==> src/rtl/mem_arbiter.sv <==
// Two-port (fetch / load-store) arbiter for a single-ported synchronous-read memory.
// Define MEM_ARB_RR_EN for round-robin contention instead of D priority with a starvation guard.
module mem_arbiter #(
    parameter int ADDR_W     = 12,
    parameter int DATA_W     = 32,
    parameter int STARVE_MAX = 4
) (
    input  logic              clk,
    input  logic              reset,
    input  logic              if_req,
    input  logic [ADDR_W-1:0] if_adr,
    output logic              if_gnt,
    output logic              if_rvalid,
    output logic [DATA_W-1:0] if_rdata,
    input  logic              d_req,
    input  logic [3:0]        d_we,
    input  logic [ADDR_W-1:0] d_adr,
    input  logic [DATA_W-1:0] d_wdata,
    output logic              d_gnt,
    output logic              d_rvalid,
    output logic [DATA_W-1:0] d_rdata,
    output logic [ADDR_W-1:0] mem_adr,
    output logic [3:0]        mem_we,
    output logic [DATA_W-1:0] mem_wdata,
    input  logic [DATA_W-1:0] mem_rdata,
    output logic              stall_if,
    output logic              stall_d
);

    typedef enum logic [1:0] {
        R_NONE = 2'd0,
        R_IF   = 2'd1,
        R_D    = 2'd2
    } resp_t;

    resp_t r_resp_st;
    logic  w_if_wins_tie;

`ifdef MEM_ARB_RR_EN
    // 0 = D won the last contention, 1 = IF won it; the other port takes the next one.
    logic r_last_gnt;

    assign w_if_wins_tie = ~r_last_gnt;

    always_ff @(posedge clk or posedge reset) begin
        if (reset) begin
            r_last_gnt <= 1'b0;
        end else if (if_req && d_req) begin
            r_last_gnt <= if_gnt;
        end
    end
`else
    localparam logic [3:0] LP_STARVE_MAX = 4'(STARVE_MAX);

    logic [3:0] r_starve_cnt;

    assign w_if_wins_tie = (r_starve_cnt == LP_STARVE_MAX);

    always_ff @(posedge clk or posedge reset) begin
        if (reset) begin
            r_starve_cnt <= '0;
        end else if (if_req && !if_gnt) begin
            if (r_starve_cnt != LP_STARVE_MAX) begin
                r_starve_cnt <= r_starve_cnt + 4'd1;
            end
        end else begin
            r_starve_cnt <= '0;
        end
    end
`endif

    assign if_gnt   = if_req & (~d_req | w_if_wins_tie);
    assign d_gnt    = d_req & ~if_gnt;
    assign stall_if = if_req & ~if_gnt;
    assign stall_d  = d_req & ~d_gnt;

    always_comb begin
        mem_adr   = '0;
        mem_we    = '0;
        mem_wdata = '0;
        if (if_gnt) begin
            mem_adr = if_adr;
        end else if (d_gnt) begin
            mem_adr   = d_adr;
            mem_we    = d_we;
            mem_wdata = d_wdata;
        end
    end

    always_ff @(posedge clk or posedge reset) begin
        if (reset) begin
            r_resp_st <= R_NONE;
        end else if (if_gnt) begin
            r_resp_st <= R_IF;
        end else if (d_gnt && (d_we == 4'b0000)) begin
            r_resp_st <= R_D;
        end else begin
            r_resp_st <= R_NONE;
        end
    end

    assign if_rvalid = (r_resp_st == R_IF);
    assign d_rvalid  = (r_resp_st == R_D);
    assign if_rdata  = if_rvalid ? mem_rdata : '0;
    assign d_rdata   = d_rvalid  ? mem_rdata : '0;

endmodule

==> config.mk <==
export PLATFORM = sky130hd
export DESIGN_NAME = mem_arbiter
export DESIGN_NICKNAME = d
export VERILOG_FILES = /design/src/rtl/mem_arbiter.sv
export SDC_FILE = /design/constraint.sdc
export NUM_CORES = 1
export LEC_CHECK = 0
export ABC_AREA = 1
export ABC_CLOCK_PERIOD_IN_PS = 1900
export BUFFER_PORTS_ARGS = -buffer_cell sky130_fd_sc_hd__buf_4
export CELL_PAD_IN_SITES_DETAIL_PLACEMENT = 0
export CELL_PAD_IN_SITES_GLOBAL_PLACEMENT = 1
export CORE_AREA = 4 4 126 80
export DETAILED_ROUTE_END_ITERATION = 16
export DIE_AREA = 0 0 130 84
export PLACE_DENSITY = 0.77
export SETUP_SLACK_MARGIN = 0.05
export SLEW_MARGIN = 10
export SYNTH_ARGS = -nofsm -noshare
export SYNTH_HDL_FRONTEND = slang
export SYNTH_SLANG_ARGS = --single-unit
==> constraint.sdc <==
create_clock -name clk -period 1.9 [get_ports clk]
set_input_delay 0.285 -clock clk [delete_from_list [all_inputs] [get_ports clk]]
set_output_delay 0.285 -clock clk [all_outputs]
set_load 0.05 [all_outputs]
; After elaboration in Yosys (flattened, before gate mapping)
; Index checks and enable logic that the tools add are counted.
[classes]
addsub = 1
eq_ne = 5
n_mux = 12
bitwise_logic = 8
n_reduce_logical = 4
[ops]
columns = op, n
row1 = 2-to-1 mux 32 bit, 4
row2 = 2-to-1 mux 12 bit, 2
row3 = 2-to-1 mux 4 bit, 4
row4 = "adder 4 x 1 -> 4 bit, second input constant", 1
row5 = bitwise AND 1 bit, 4
row6 = "== test 4 x 3 -> 1 bit, second input constant", 1
row7 = logical NOT 4 bit, 1
row8 = 2-to-1 mux 2 bit, 2
row9 = "inequality test 4 x 3 -> 1 bit, second input constant", 1
row10 = NOT 1 bit, 3
row11 = "== test 2 x 1 -> 1 bit, second input constant", 1
row12 = "== test 2 bit, second input constant", 1
row13 = logical AND 1 bit, 2
row14 = "inequality test 2 x 1 -> 1 bit, second input constant", 1
row15 = logical NOT 1 bit, 1
row16 = OR 1 bit, 1
[totals]
reg_bits = 6
inputBits = 96
out_inout_bits = 118

; Logic depth before layout (Yosys ltp)
[logic_depth]
word_depth = 8
ltp_mapped = 9
depth_no_buf = 7

; Worst setup path after synthesis
; Ideal clock, no wire load.
[synth_timing]
kind = reg-to-output
start = register r_resp_st[0]
end = output d_rdata[10]
arrival_ns = 2.167
t_required_ns = 1.615
slack_ns = -0.552
path_stages_with_launch = 5
cell_sequence = dfrtp_1 > nor2_1 > inv_1 > clkbuf_1 > nor2_1
[synth_via]
elab_chain_len = 2
[synth_rtl]
columns = element, line
row1 = start: declaration, 36  ; resp_t r_resp_st;
row2 = start signal: assignment, 92  ; r_resp_st <= R_NONE;
row3 = start signal: assignment, 94  ; r_resp_st <= R_IF;
row4 = start signal: assignment, 96  ; r_resp_st <= R_D;
row5 = == test 2 bit, 103  ; assign d_rvalid = (r_resp_st == R_D);
row6 = named net d_rvalid, 20  ; output logic d_rvalid,
row7 = 2-to-1 mux 32 bit, 105  ; assign d_rdata = d_rvalid ? mem_rdata : '0;
row8 = end: declaration, 21  ; output logic [DATA_W-1:0] d_rdata,
; The timed path passes the listed nets, and every way through them passes these cells.

; Worst setup path in the final report
[layout_timing]
start = register r_starve_cnt[0]
end = output mem_wdata[0]
[layout_via]
elab_chain_len = 7
[layout_rtl]
columns = element, line
row1 = start: declaration, 55  ; logic [3:0] r_starve_cnt;
row2 = start signal: assignment, 64  ; r_starve_cnt <= r_starve_cnt + 4'd1;
row3 = == test 4 x 3 -> 1 bit *, 57  ; assign w_if_wins_tie = (r_starve_cnt == LP_STARVE_MAX);
row4 = OR 1 bit *, 72  ; assign if_gnt = if_req & (~d_req | w_if_wins_tie);
row5 = bitwise AND 1 bit *, 72
row6 = NOT 1 bit, 73  ; assign d_gnt = d_req & ~if_gnt;
row7 = bitwise AND 1 bit, 73
row8 = 2-to-1 mux 32 bit, 83  ; end else if (d_gnt) begin
row9 = 2-to-1 mux 32 bit *, 81  ; if (if_gnt) begin
row10 = end: declaration, 24  ; output logic [DATA_W-1:0] mem_wdata,
; Mark *: on every way between the ends. The rest lies on a longest branch, timed or not.

==> impl.org <==
** Layout
- 0 antenna diodes ended up in the layout.
- Most common cell after layout, fill and taps aside :: buf_4
- Fillers :: between 800 and 900
- Final Util :: 0.438
- In the final layout, the share of cells above drive strength 1 is 0.645.
- Combined flip-flop and latch cell area :: 150 sq um
- Area of all placed cells without fillers :: a little under 0.004 sq mm
- Top library cells by usage in the layout, fill and taps aside :: buf_4, inv_1, nor2_4
- Excluding fillers, the count of instances in the completed layout stands at about 600.
- Final net count :: between 500 and 600
- Total area of multi-input combinational cells :: approximately 0.0012 sq mm
- Relative to the synthesized area, the layout overhead comes to 219%.

** Power
- Maximum ir drop on the vdd rail :: between 0.15 and 0.2 mV
- Total power for the finished layout comes to roughly 0.0015 W.
- Static leakage :: around 2.2 nW
- Dividing total power by cell area gives a power density of roughly 390 mW/mm^2.

** Route
- Before antenna repair, the detailed router went through 4 iterations.
- In the final routed layout, each cell accounts on average for ~12 um.
- In this run the remaining antenna-violating nets after routing total 0.
- The routed layout has about 2200 vias.
- In the routed layout, each cell is associated on average with a via count of roughly 3.8.
- Total routed wirelength :: around 7.0 mm
- In the routed design, unresolved DRC markers number 0.
- DRC violation total after the first TritonRoute iteration :: 41

** Worst hold path
- The min-delay analysis places its worst path in the category input pin to flop.
- Worst Hold Path EP :: r_resp_st[1]$_DFF_PP0_
- The startpoint identified for the worst hold timing path is d_we[1].
- The worst hold path was traced through 4 stages.

** Floorplanning
- around 210 I/O pins were placed.
- Horizontal die dimension :: approximately 130 um
- The floorplan step defined a die boundary enclosing roughly 0.011 sq mm.
- The die is about 84 um tall.
- Site row count :: 27
- Initial standard-cell utilization of the core :: 0.137
- The floorplan step defined a core boundary enclosing 0.00892 sq mm.

** STA
- Maximum achievable frequency :: ~530 MHz
- The final count of pins violating max slew came to 0.
- Setup repair after global routing missed its margin :: yes
- Setup violations remaining at the end of the flow were counted as 0.
- Dividing the final minimum period by the clock period gives 0.991.
- Final hold slack :: just under 0.4 ns
- Final-report hold violation count :: 0
- The clock period could shrink to 1.88 ns.
- Slew at the pin closest to its max-slew limit :: around 0.27 ns
- Headroom to the max-slew limit :: 0.822
- Post-Route Skew :: 0.00173 ns

** Logic synthesis
- Leading post-synthesis cells by cell area :: nor2_1, inv_1, dfrtp_1
- The synthesized design contains 6 register bits.
- Gate count after technology mapping :: about 260
- Of the total synthesized cell area, the portion taken by XOR and XNOR cells is 0.0143.
- The share of synthesized area in the top cell type comes to 0.272.
- After synthesis, the share of cell area in mux cells is 0.
- Synth area leader :: nor2_1
- The number of nets in the synthesized netlist is approximately 350.
- During synthesis, Yosys emitted a total of 0 warnings.
- The share of the synthesized area in compound gates (AO/OA/AOI/OAI) came to 0.
- After synthesis, the mean cell area works out to around 4.8 sq um.
- Cell area after synthesis :: ~0.0012 sq mm
- Unique masters post-synth :: 15
- Of the total synthesized cell area, the portion taken by full adders, half adders and majority gates is 0.0204.
- Simple-gate share of the synthesized area :: 0.534
- By area, the combinational part of the netlist is dominated by simple AND/OR/NAND/NOR gates.
- For this run, the register share of the synthesized area comes to 0.122.

** Status
- Result of the run :: finished, final reports clean

** Worst setup path
- The startpoint identified for the worst register-to-register timing path is r_starve_cnt[0]$_DFFE_PP0P_.
- In this run the register-to-register setup slack is between 0.4 and 0.5 ns.
- The critical path in this run is classified as flop to primary output.
- Max Fanout on Critical Path :: 7
- Data arrives at the worst endpoint at between 1.5 and 2 ns.
- CP required :: 1.62 ns
- The worst register-to-register path ends at r_resp_st[1]$_DFF_PP0_.
- Counting cells, the worst reg-to-reg path comes to 8.
- Critical path capture point type :: primary output
- Crit path launch type :: flop

** Place
- Final weighted congestion of routability-driven global placement :: 0.767
- Placed Cells incl. Taps :: 579
- Buffers placed on the I/O ports in this run total about 210.
- After detailed placement, the total cell area comes to roughly 0.0033 sq mm.
- Post-DP HPWL :: about 5.5 mm

** Clocking
- Clock tree root driver cell :: clkbuf_16
- Number of sinks driven by the clock tree :: 6
- Counting the buffers created by CTS gives 3.
- Number of H-tree levels :: 1
- Clock Latency Late Sink :: about 0.23 ns
- Clock tree from TritonCTS :: built
- Worst-path clk slew :: approximately 0.030 ns
- Counting along the longest clock path gives a buffer depth of 2.

** Job
- Across the run, the number of max-cap violations was 0.

** GRT
- The number of antenna violations at the first check in global routing was 0.
- Wire length of the first global-routing pass :: approximately 10 mm
- The number of global-route vias before repair is roughly 2200.
- Entering global routing, the biggest net connects 24 pins.
- For this run the aggregate overflow at the end of global routing stands at 0.
- Overall Global Routing Usage :: 0.109
## routing by layer
metal | routed length (um) | up-vias | global-route usage
met5 | 0 | - | 0
met3 | 934 | 0 | 0.0301
met4 | 0 | 0 | 0.0113
met1 | 2520 | 973 | 0.125
met2 | 3570 | 124 | 0.206
li1 | - | 1144 | -
## critical path, cell delays in order (launching register included)
cell	delay [ns]
dfrtp_1	0.34
inv_1	0.05
ha_2	0.17
nand3_2	0.07
nand2_4	0.06
nand2_4	0.11
nand2_8	0.11
buf_12	0.18
nor2_2	0.10
buf_6	0.17
## power breakdown
group	switching (W)	leakage (nW)	internal [W]	total, W
registers	0.00000231	0.0816	0.000132	0.000134
clock network	0.0000701	0.0370	0.000270	0.000340
logic	0.000630	2.05	0.000407	0.00104
total	0.000702	2.17	0.000809	0.00151
## flip-flops by register name, summed over array words and instances, names as in the netlist
register      count
r_starve_cnt      4
r_resp_st         2
## cell families after synthesis
kind of cell,after synthesis
buffers and inverters,95
adders and majority gates,2
and+or+nand+nor,151
xor gates and xnor gates,2
DFF,6
## how the worst max path moves through the flow
stage	start	end	slack (ns)	depth (start not counted)
2_1_floorplan	r_starve_cnt[0]$_DFFE_PP0P_	mem_wdata[0]	-0.10	8
3_3_place_gp	r_starve_cnt[0]$_DFFE_PP0P_	mem_wdata[21]	0.19	9
3_5_place_dp	r_starve_cnt[0]$_DFFE_PP0P_	mem_wdata[26]	0.16	9
4_1_cts	r_starve_cnt[0]$_DFFE_PP0P_	mem_wdata[24]	0.009	9
5_1_grt	r_starve_cnt[1]$_DFFE_PP0P_	mem_wdata[0]	-0.07	9
6_report	r_starve_cnt[0]$_DFFE_PP0P_	mem_wdata[0]	0.02	9
## area by class of cell
type | count | share of cell area
Timing Repair Buffer | 228 | 0.525
Clock buffer | 3 | 0.0192
Sequential cell | 6 | 0.0384
Multi-Input combinational cell | 155 | 0.301
Tap cell | 116 | 0.0371
Inverter | 81 | 0.0784
## through the flow
stage                     setup slack (ns)  setup TNS, ns
after detailed placement             0.161              0
after global routing               -0.0730          -1.57
after global placement               0.190              0
final                               0.0162              0
after CTS                          0.00948              0
after floorplan                     -0.104          -1.75
## repair_timing
item,4_1_cts,5_1_grt
gates resized for setup,51,55
setup endpoints to repair,49,52
gates cloned,3,1
pin swaps,1,2
endpoints found under the hold margin,6,0
hold buffers,1,0
setup buffers,2,0
## Yosys cell counts
library cell   n
xor2_1         1
nand2_1       14
dfrtp_1        6
nor2_2        19
ha_1           2
nor2_1        89
buf_4          1
nand3_1       26
clkbuf_1       8
nand2_2        2
xnor2_1        1
nand4_1        1
buf_2          3
inv_1         81
buf_6          2
Note: power is estimated with default switching activity, not from simulation.
